[config.mk]
export PLATFORM = sky130hd
export DESIGN_NAME = alu_arbiter
export DESIGN_NICKNAME = d
export VERILOG_FILES = /design/src/rtl/alu_arbiter.sv
export SDC_FILE = /design/constraint.sdc
export NUM_CORES = 1
export LEC_CHECK = 0
export CAP_MARGIN = 20
export CORE_AREA = 2 2 115 117
export CTS_BUF_LIST = sky130_fd_sc_hd__clkbuf_4
export DETAILED_ROUTE_END_ITERATION = 8
export DIE_AREA = 0 0 117 119
export PLACE_DENSITY = 0.75
export SYNTH_ARGS = -nofsm -noshare
export SYNTH_HDL_FRONTEND = slang
export SYNTH_SLANG_ARGS = --single-unit
[constraint.sdc]
create_clock -name clk -period 3.9 [get_ports clk]
set_input_delay 0.78 -clock clk [delete_from_list [all_inputs] [get_ports clk]]
set_output_delay 0.78 -clock clk [all_outputs]
set_load 0.005 [all_outputs]
[src/rtl/alu_arbiter.sv]
`default_nettype none
// ============================================================================
//  Module   : alu_arbiter
//  Purpose  : Two-requester round-robin front end for one shared registered
//             ALU. An accepted request is latched onto the ALU operand
//             registers. The zero flag is captured one cycle later. The
//             response is then held for the owning requester until that
//             requester consumes it. A new request can be accepted in the
//             same cycle as the response handshake, so back-to-back traffic
//             sustains one operation every two cycles.
//  Revision : 1.0 - initial release
// ----------------------------------------------------------------------------
//  Ports
//    clk, rst_n                 clock, asynchronous active-low reset
//    rN_req_valid/ready         request handshake, requester N (0/1)
//    rN_funct3/funct7/rs1/rs2   requester N operation
//    rN_rsp_valid/ready         response handshake, requester N
//    rsp_data, rsp_z            shared response result and zero flag
//    alu_funct3/funct7/rs1/rs2  registered operands driven to the ALU
//    alu_rd, alu_z              ALU registered result, combinational zero
//    busy                       high while an operation is in flight
//    ops_issued                 count of accepted operations (wraps)
// ============================================================================
module alu_arbiter #(
    parameter int CNT_W = 16
) (
    input  logic             clk,
    input  logic             rst_n,
    // requester 0
    input  logic             r0_req_valid,
    output logic             r0_req_ready,
    input  logic [2:0]       r0_funct3,
    input  logic             r0_funct7,
    input  logic [31:0]      r0_rs1,
    input  logic [31:0]      r0_rs2,
    output logic             r0_rsp_valid,
    input  logic             r0_rsp_ready,
    // requester 1
    input  logic             r1_req_valid,
    output logic             r1_req_ready,
    input  logic [2:0]       r1_funct3,
    input  logic             r1_funct7,
    input  logic [31:0]      r1_rs1,
    input  logic [31:0]      r1_rs2,
    output logic             r1_rsp_valid,
    input  logic             r1_rsp_ready,
    // shared response
    output logic [31:0]      rsp_data,
    output logic             rsp_z,
    // ALU side
    output logic [2:0]       alu_funct3,
    output logic             alu_funct7,
    output logic [31:0]      alu_rs1,
    output logic [31:0]      alu_rs2,
    input  logic [31:0]      alu_rd,
    input  logic             alu_z,
    // status
    output logic             busy,
    output logic [CNT_W-1:0] ops_issued
);

    localparam logic [CNT_W-1:0] C_CNT_ONE = CNT_W'(1);

    typedef enum logic [1:0] {
        ST_IDLE = 2'd0,
        ST_EXEC = 2'd1,
        ST_RESP = 2'd2
    } state_t;

    state_t             r_state;
    state_t             w_state_nxt;

    logic               r_last_gnt;   // id of the most recently accepted requester
    logic               r_id;         // owner of the in-flight operation
    logic [2:0]         r_funct3;
    logic               r_funct7;
    logic [31:0]        r_rs1;
    logic [31:0]        r_rs2;
    logic               r_rsp_z;
    logic [CNT_W-1:0]   r_ops;

    logic               w_gnt;
    logic               w_rsp_hs;
    logic               w_open;
    logic               w_rdy0;
    logic               w_rdy1;
    logic               w_accept;

    // Round-robin: on a tie the requester not granted last wins; otherwise
    // the single valid requester wins.
    assign w_gnt    = (r0_req_valid && r1_req_valid) ? ~r_last_gnt : r1_req_valid;

    // Only the owner's rsp_ready completes the response.
    assign w_rsp_hs = (r_state == ST_RESP) && (r_id ? r1_rsp_ready : r0_rsp_ready);

    // Acceptance window: idle, or the cycle the held response is consumed.
    // rst_n is folded in so that no ready escapes while reset is asserted
    // and the state register is being forced.
    assign w_open   = rst_n && ((r_state == ST_IDLE) || w_rsp_hs);
    assign w_rdy0   = w_open && r0_req_valid && !w_gnt;
    assign w_rdy1   = w_open && r1_req_valid &&  w_gnt;
    assign w_accept = w_rdy0 || w_rdy1;

    // ------------------------------------------------------------------
    // State register
    // ------------------------------------------------------------------
    always_ff @(posedge clk or negedge rst_n) begin
        if (!rst_n) begin
            r_state <= ST_IDLE;
        end else begin
            r_state <= w_state_nxt;
        end
    end

    // ------------------------------------------------------------------
    // Next-state logic
    // ------------------------------------------------------------------
    always_comb begin
        w_state_nxt = r_state;
        case (r_state)
            ST_IDLE: begin
                if (w_accept) begin
                    w_state_nxt = ST_EXEC;
                end
            end
            ST_EXEC: begin
                w_state_nxt = ST_RESP;
            end
            ST_RESP: begin
                if (w_rsp_hs) begin
                    w_state_nxt = w_accept ? ST_EXEC : ST_IDLE;
                end
            end
            default: begin
                w_state_nxt = ST_IDLE;
            end
        endcase
    end

    // ------------------------------------------------------------------
    // Operand, ownership, flag and counter registers
    // ------------------------------------------------------------------
    always_ff @(posedge clk or negedge rst_n) begin
        if (!rst_n) begin
            r_last_gnt <= 1'b1;    // r0 wins the first tie
            r_id       <= 1'b0;
            r_funct3   <= 3'd0;
            r_funct7   <= 1'b0;
            r_rs1      <= 32'd0;
            r_rs2      <= 32'd0;
            r_rsp_z    <= 1'b0;
            r_ops      <= '0;
        end else begin
            if (w_accept) begin
                r_last_gnt <= w_gnt;
                r_id       <= w_gnt;
                r_funct3   <= w_gnt ? r1_funct3 : r0_funct3;
                r_funct7   <= w_gnt ? r1_funct7 : r0_funct7;
                r_rs1      <= w_gnt ? r1_rs1    : r0_rs1;
                r_rs2      <= w_gnt ? r1_rs2    : r0_rs2;
                r_ops      <= r_ops + C_CNT_ONE;
            end
            // Operands have been stable for the whole EXEC cycle, so the
            // combinational zero flag is valid at this edge.
            if (r_state == ST_EXEC) begin
                r_rsp_z <= alu_z;
            end
        end
    end

    // ------------------------------------------------------------------
    // Outputs
    // ------------------------------------------------------------------
    assign r0_req_ready = w_rdy0;
    assign r1_req_ready = w_rdy1;

    assign r0_rsp_valid = (r_state == ST_RESP) && !r_id;
    assign r1_rsp_valid = (r_state == ST_RESP) &&  r_id;

    // alu_rd stays constant in RESP because the operand registers only
    // change on an accept, which also ends RESP.
    assign rsp_data     = (r_state == ST_RESP) ? alu_rd : 32'd0;
    assign rsp_z        = r_rsp_z;

    assign alu_funct3   = r_funct3;
    assign alu_funct7   = r_funct7;
    assign alu_rs1      = r_rs1;
    assign alu_rs2      = r_rs2;

    assign busy         = (r_state != ST_IDLE);
    assign ops_issued   = r_ops;

endmodule
`default_nettype wire

==> results.py, run 1 <==
metrics = {
    "placement": {
        "dp_worst_setup_slack_ps": 705,
        "io_buffers": 296,
        "place_area_mm2": 0.00741,
        "place_hpwl_um": 10900,
        "routabilityCongestion": 0.787,
    },
    "critical_path": {
        "worst_setup_path_end_kind": "output port",
        "cp_slowest_cell": "clkdlybuf4s50_1",
        "crit_path_end": "r0_req_ready",
        "critPathTopFamily": "buffers and inverters",
        "path_cells": "clkdlybuf4s50_1 -> mux2i_1 -> a21oi_1 -> nand2_1 -> nor2_1 -> clkdlybuf4s50_1",
        "cp_max_fo": 4,
        "rrSetupSlack_ps": 1890,
        "cp_common_cell": "clkdlybuf4s50_1",
        "r2r_end": "ops_issued[1]",
        "critPathKind": "in -> out",
        "timing.rr.start": "r_id",
        "slowest_delay_ps": 520,
        "start_kind": "input pin",
        "r2r_cells": 4,
        "path_buf_inv": 2,
        "required_ps": 3120,
        "crit_start": "r1_rsp_ready",
        "cp.arrival_ps": 2450,
        "worst-path-stages": 6,
    },
    "finish": {
        "multi_input_area_mm2": 0.00193,
        "nets": 877,
        "register_area_mm2": 0.00223,
        "drive_gt1_share_pct": 3.83,
        "fin_area_mm2": 0.00754,
        "diodes": 0,
        "fillCellCount": 1090,
        "syn_to_final_growth_pct": 76.5,
    },
    "timing": {
        "fmax_mhz": 310,
        "drv_slew": 0,
        "tightest_slew_ps": 658,
        "rsz0062_at_grt": "no",
        "fin_ws_ps": 670,
        "setup_tns_ps": 0,
        "hold_violations": 0,
        "fin_crit_ps": 3230,
        "finClkSkew_ps": 11.8,
        "setup_violations": 0,
        "relSlewSlack_pct": 56.1,
        "period_share_pct": 82.8,
    },
    "die": {
        "start_util_pct": 33.2,
        "ioPinCount": 297,
        "die_h_um": 119,
        "core_mm2": 0.0129,
        "row_count": 42,
        "die_area_mm2": 0.0139,
        "die_x_um": 117,
    },
    "synthesis": {
        "async_flop_share_pct": 100,
        "synthDistinctLibCells": 25,
        "synth_area_leaders": "dfrtp_1 52%, mux2i_1 16%, a21oi_1 8.2%, nor2_1 6.2%, and2_1 5.1%",
        "synth.most_common_cell": "dfrtp_1",
        "ys_seq_area_share_pct": 52.2,
        "synth_ff_type": "dfrtp_1",
        "synth_commonest_cells": "88 x dfrtp_1, 71 x nor2_1, 70 x a21oi_1",
        "yosys.area.top_type": "dfrtp_1",
        "ys_seq_elements": 89,
        "synth_top_area_share_pct": 51.5,
        "syn_inst": 416,
        "ys_warn_count": 0,
        "syn_nets": 592,
        "synth_edf_count": 0,
        "syn_area_mm2": 0.00427,
        "syn_area_per_cell_um2": 10.3,
    },
    "clock_network": {
        "clk_latency_ps": 430,
        "cts_tree": "yes",
        "clockBufferDepth": 2,
        "cts.sinks": 89,
        "path_clk_slew_ps": 140,
        "cts-root-buf": "clkbuf_4",
        "cts_setup_buffers": 0,
        "h-tree-depth": 3,
        "ctsResizeCount": 0,
        "cts_inserted_buffers": 9,
        "ctsHoldBuffers": 0,
    },
    "detailed_routing": {
        "num_vias": 4080,
        "drt_iter0_drc": 163,
        "drc": 0,
        "wl_per_cell_um": 15.8,
        "wl_um": 13900,
        "via_per_inst": 4.63,
        "ant_nets": 0,
        "firstDrtPassIters": 4,
    },
    "flow_run": {
        "cap_violations": 0,
    },
    "worst_hold_path": {
        "hold_path_class": "in -> async",
    },
    "power_and_ir_drop": {
        "power_frac_comb_pct": 47.3,
        "ir_worst_vdd_mv": 0.380,
        "power.switching_w": 0.00119,
        "p_leak_nw": 3.04,
        "swShare_pct": 31.9,
        "p_clk_share_pct": 13.7,
        "seq_power_share_pct": 39.0,
        "power.internal_w": 0.00254,
        "p_per_area_mw_per_mm2": 494,
    },
    "outcome": {
        "status": "completed",
    },
    "grt": {
        "grt_pass1_wl_um": 21000,
        "grt_overflow": 0,
        "grt_max_degree": 154,
        "grt_pass1_vias": 4107,
        "grt_use_total_pct": 19.6,
        "grt_antenna_before_repair": 0,
    },
}
-- cells by family after synthesis --
| family | Yosys count | synth area share (%) |
|---|---|---|
| xor gates and xnor gates | 15 | 3.07 |
| AOI/OAI and AO/OA | 74 | 9.17 |
| muxes | 71 | 16.7 |
| buffers and inverters | 28 | 2.96 |
| DFF | 89 | 52.2 |
| and+or+nand+nor | 138 | 15.7 |
| adders and majority gates | 1 | 0.293 |
-- worst min path at each step --
stage | from | endpoint | slack, ps
floorplan | ops_issued[15] | ops_issued[15] | 470
global placement | ops_issued[15] | ops_issued[15] | 480
detailed placement | ops_issued[15] | ops_issued[15] | 490
CTS | rst_n | alu_rs2[29] | 400
global route | rst_n | alu_rs2[29] | 440
finish | rst_n | alu_rs2[29] | 420
-- power groups by stage --
| stage | clock network [W] | registers [W] | logic [W] |
|---|---|---|---|
| after detailed placement | 0 | 0.00148 | 0.00179 |
| after global routing | 0.000573 | 0.00150 | 0.00191 |
| after floorplan | 0 | 0.00148 | 0.000616 |
| after CTS | 0.000535 | 0.00146 | 0.00179 |
| after global placement | 0 | 0.00146 | 0.00175 |
| final | 0.000509 | 0.00146 | 0.00176 |
-- per-stage QoR --
stage | std cells | power, W | hold slack (ps) | util, %
finish | 881 | 0.00373 | 424 | 58.6
global route | 881 | 0.00398 | 440 | 58.6
CTS | 881 | 0.00379 | 405 | 58.6
detailed placement | 866 | 0.00326 | 486 | 57.5
global placement | 866 | 0.00321 | 476 | 57.5
floorplan | 416 | 0.00210 | 468 | -
-- registers in the layout (all words and copies together), names as in the netlist --
name and count:
alu_rs1 32, alu_rs2 32, ops_issued 16, alu_funct3 3, r_state 2, alu_funct7 1
r_id 1, r_last_gnt 1, rsp_z 1
-- routing by layer --
metal  track usage (%)  vias up  routed length, um
met4              6.84        0                291
li1                  -     1998                  -
met2              36.4      155               7370
met1              20.9     1906               4990
met3              5.60       21               1280
met5                 0        -                  0
-- layout by cell type (no fill, tap or decap), types with 2 or more instances in the layout --
cell             count
nand3_1              8
and4_1               2
nor2b_1              2
nor2_1              71
nand4_1              8
mux2_2               2
clkbuf_4            10
and3_1               4
nand2b_1             2
dfrtp_1             88
a21oi_1             70
nand2_1              4
mux2i_1             69
xnor2_1             14
clkinvlp_4           2
clkdlybuf4s50_1    295
buf_4                5
buf_12               2
and2_1              35
-- area by class of cell --
class,instances,area share (%)
multi-input cells,299,25.6
well taps,176,2.92
clock inverters,5,0.763
clock buffers,10,0.996
flip-flops and latches,89,29.6
repair buffers,302,40.2
No activity file was read; power rests on OpenSTA's default activity.
==> inputs of run 2 (changes only) <==
Settings changed: CORE_AREA 2 2 115 117 to unset, CORE_ASPECT_RATIO set to 0.75, CORE_MARGIN set to 2, CORE_UTILIZATION set to 33, DIE_AREA 0 0 117 119 to unset, PLACE_DENSITY 0.75 to 0.76.
Clock period 3.9 ns to 2.7 ns, I/O delays scaled along.
==> run 2 against run 1 <==
Global-route usage down 0.48 points; largest power group unchanged; sequential share of layout area down 0.29 points; clock skew fell by 0.95 ps; routed wire length fell by 2.7%; largest cell class unchanged; register-to-register slack worse by 1100 ps; highest routed layer unchanged; total power up 49%; non-clock buffer count rose by 3; critical path type unchanged; setup slack got worse by 550 ps; critical path depth unchanged.
==> results.py, run 2 (synthesized netlist as in run 1, its figures left out) <==
metrics = {
    "outcome": {
        "status": "completed",
    },
    "detailed_routing": {
        "wl_per_cell_um": 15.5,
        "via_per_inst": 4.65,
        "ant_nets": 0,
        "firstDrtPassIters": 4,
        "num_vias": 4069,
        "wl_um": 13600,
        "drt_iter0_drc": 175,
        "drc": 0,
    },
    "die": {
        "row_count": 35,
        "start_util_pct": 34.4,
        "die_area_mm2": 0.0139,
        "core_mm2": 0.0124,
        "die_x_um": 135,
        "die_h_um": 103,
        "ioPinCount": 297,
    },
    "placement": {
        "place_hpwl_um": 10500,
        "dp_worst_setup_slack_ps": 45.5,
        "routabilityCongestion": 0.769,
        "io_buffers": 296,
    },
    "timing": {
        "fin_crit_ps": 2580,
        "setup_tns_ps": 0,
        "tightest_slew_ps": 694,
        "fin_ws_ps": 116,
        "relSlewSlack_pct": 53.7,
        "drv_slew": 0,
        "setup_violations": 0,
        "hold_violations": 0,
        "fmax_mhz": 387,
        "finClkSkew_ps": 10.9,
        "period_share_pct": 95.7,
        "rsz0062_at_grt": "no",
    },
    "clock_network": {
        "cts_setup_buffers": 0,
        "cts-root-buf": "clkbuf_4",
        "clk_latency_ps": 450,
        "path_clk_slew_ps": 140,
        "h-tree-depth": 3,
        "cts_inserted_buffers": 9,
        "ctsResizeCount": 0,
        "clockBufferDepth": 2,
        "cts.sinks": 89,
        "cts_tree": "yes",
        "ctsHoldBuffers": 0,
    },
    "critical_path": {
        "worst_setup_path_end_kind": "output port",
        "cp.arrival_ps": 2040,
        "rrSetupSlack_ps": 820,
        "required_ps": 2160,
        "crit_start": "r0_rsp_ready",
        "r2r_cells": 7,
        "timing.rr.start": "r_id",
        "critPathKind": "in -> out",
        "start_kind": "input pin",
        "cp_max_fo": 3,
    },
    "power_and_ir_drop": {
        "p_per_area_mw_per_mm2": 728,
        "swShare_pct": 31.7,
        "ir_worst_vdd_mv": 0.500,
        "power.internal_w": 0.00379,
        "power.switching_w": 0.00176,
        "p_leak_nw": 3.09,
        "p_clk_share_pct": 15.6,
        "power_frac_comb_pct": 46.2,
        "seq_power_share_pct": 38.2,
    },
    "finish": {
        "final_common_cell": "clkdlybuf4s50_1",
        "drive_gt1_share_pct": 4.80,
        "nets": 880,
        "layout_common_cells": "295 x clkdlybuf4s50_1, 87 x dfrtp_1, 71 x nor2_1, 69 x mux2i_1, 69 x a21oi_1",
        "diodes": 0,
        "syn_to_final_growth_pct": 78.4,
    },
    "grt": {
        "grt_use_total_pct": 19.2,
        "grt_pass1_wl_um": 20600,
        "grt_antenna_before_repair": 0,
        "grt_pass1_vias": 4001,
        "grt_max_degree": 81,
        "grt_overflow": 0,
    },
    "flow_run": {
        "cap_violations": 0,
    },
    "worst_hold_path": {
        "hold_path_class": "in -> async",
    },
}
==> run 2: cell types whose count changed in the layout (fill, tap and decap cells not counted), sizes merged <==
cell	change
clkbuf	-1
bufinv	+1
buf	+3
inv	+2
clkinvlp	-1
==> run 2: path summary, 6_finish.rpt <==
kind                             endpoint
setup / recovery             r0_req_ready
hold / removal                alu_rs1[31]
setup reg to reg              alu_rs2[27]
hold reg to reg            ops_issued[15]
max in group asynchronous      r_state[1]
min in group clk           ops_issued[15]
==> run 2: critical path: stages <==
cell and delay (ps):
clkdlybuf4s50_1 490, mux2i_1 110, a21oi_2 200, nand2_1 90, nor2_1 110, clkdlybuf4s50_1 510
==> run 2: area by class of cell <==
| class | count | area, um^2 |
|---|---|---|
| Timing Repair Buffer | 305 | 3080 |
| Sequential cell | 89 | 2230 |
| Multi-Input combinational cell | 299 | 1930 |
| Clock inverter | 7 | 101 |
| Tap cell | 166 | 208 |
| Fill cell | 1027 | 4820 |
| Clock buffer | 9 | 67.6 |
==> run 2: layer usage <==
| layer | global-route usage (%) | vias up | routed length [um] |
|---|---|---|---|
| met4 | 5.45 | 0 | 147 |
| met1 | 22.1 | 1899 | 5390 |
| li1 | - | 1994 | - |
| met5 | 0 | - | 0 |
| met2 | 34.2 | 162 | 6850 |
| met3 | 6.74 | 14 | 1170 |
==> run 2: stage by stage <==
| stage | utilization [%] | total power, W | area (um^2) | std cells | hold slack (ps) |
|---|---|---|---|---|---|
| after CTS | 61.2 | 0.00562 | 7610 | 875 | 115 |
| final | 61.3 | 0.00555 | 7620 | 875 | 139 |
| after floorplan | - | 0.00304 | 4270 | 416 | 244 |
| after detailed placement | 59.8 | 0.00473 | 7440 | 859 | 471 |
| after global placement | 59.8 | 0.00465 | 7440 | 859 | 463 |
| after global routing | 61.3 | 0.00593 | 7620 | 875 | 121 |
==> run 2: power by group through the flow <==
stage / sequential (W) / clock [W] / combinational [W]
after floorplan: 0.00214 / 0 / 0.000890
after global placement: 0.00212 / 0 / 0.00253
after detailed placement: 0.00215 / 0 / 0.00259
after CTS: 0.00212 / 0.000900 / 0.00260
after global routing: 0.00219 / 0.000953 / 0.00278
final: 0.00212 / 0.000866 / 0.00256
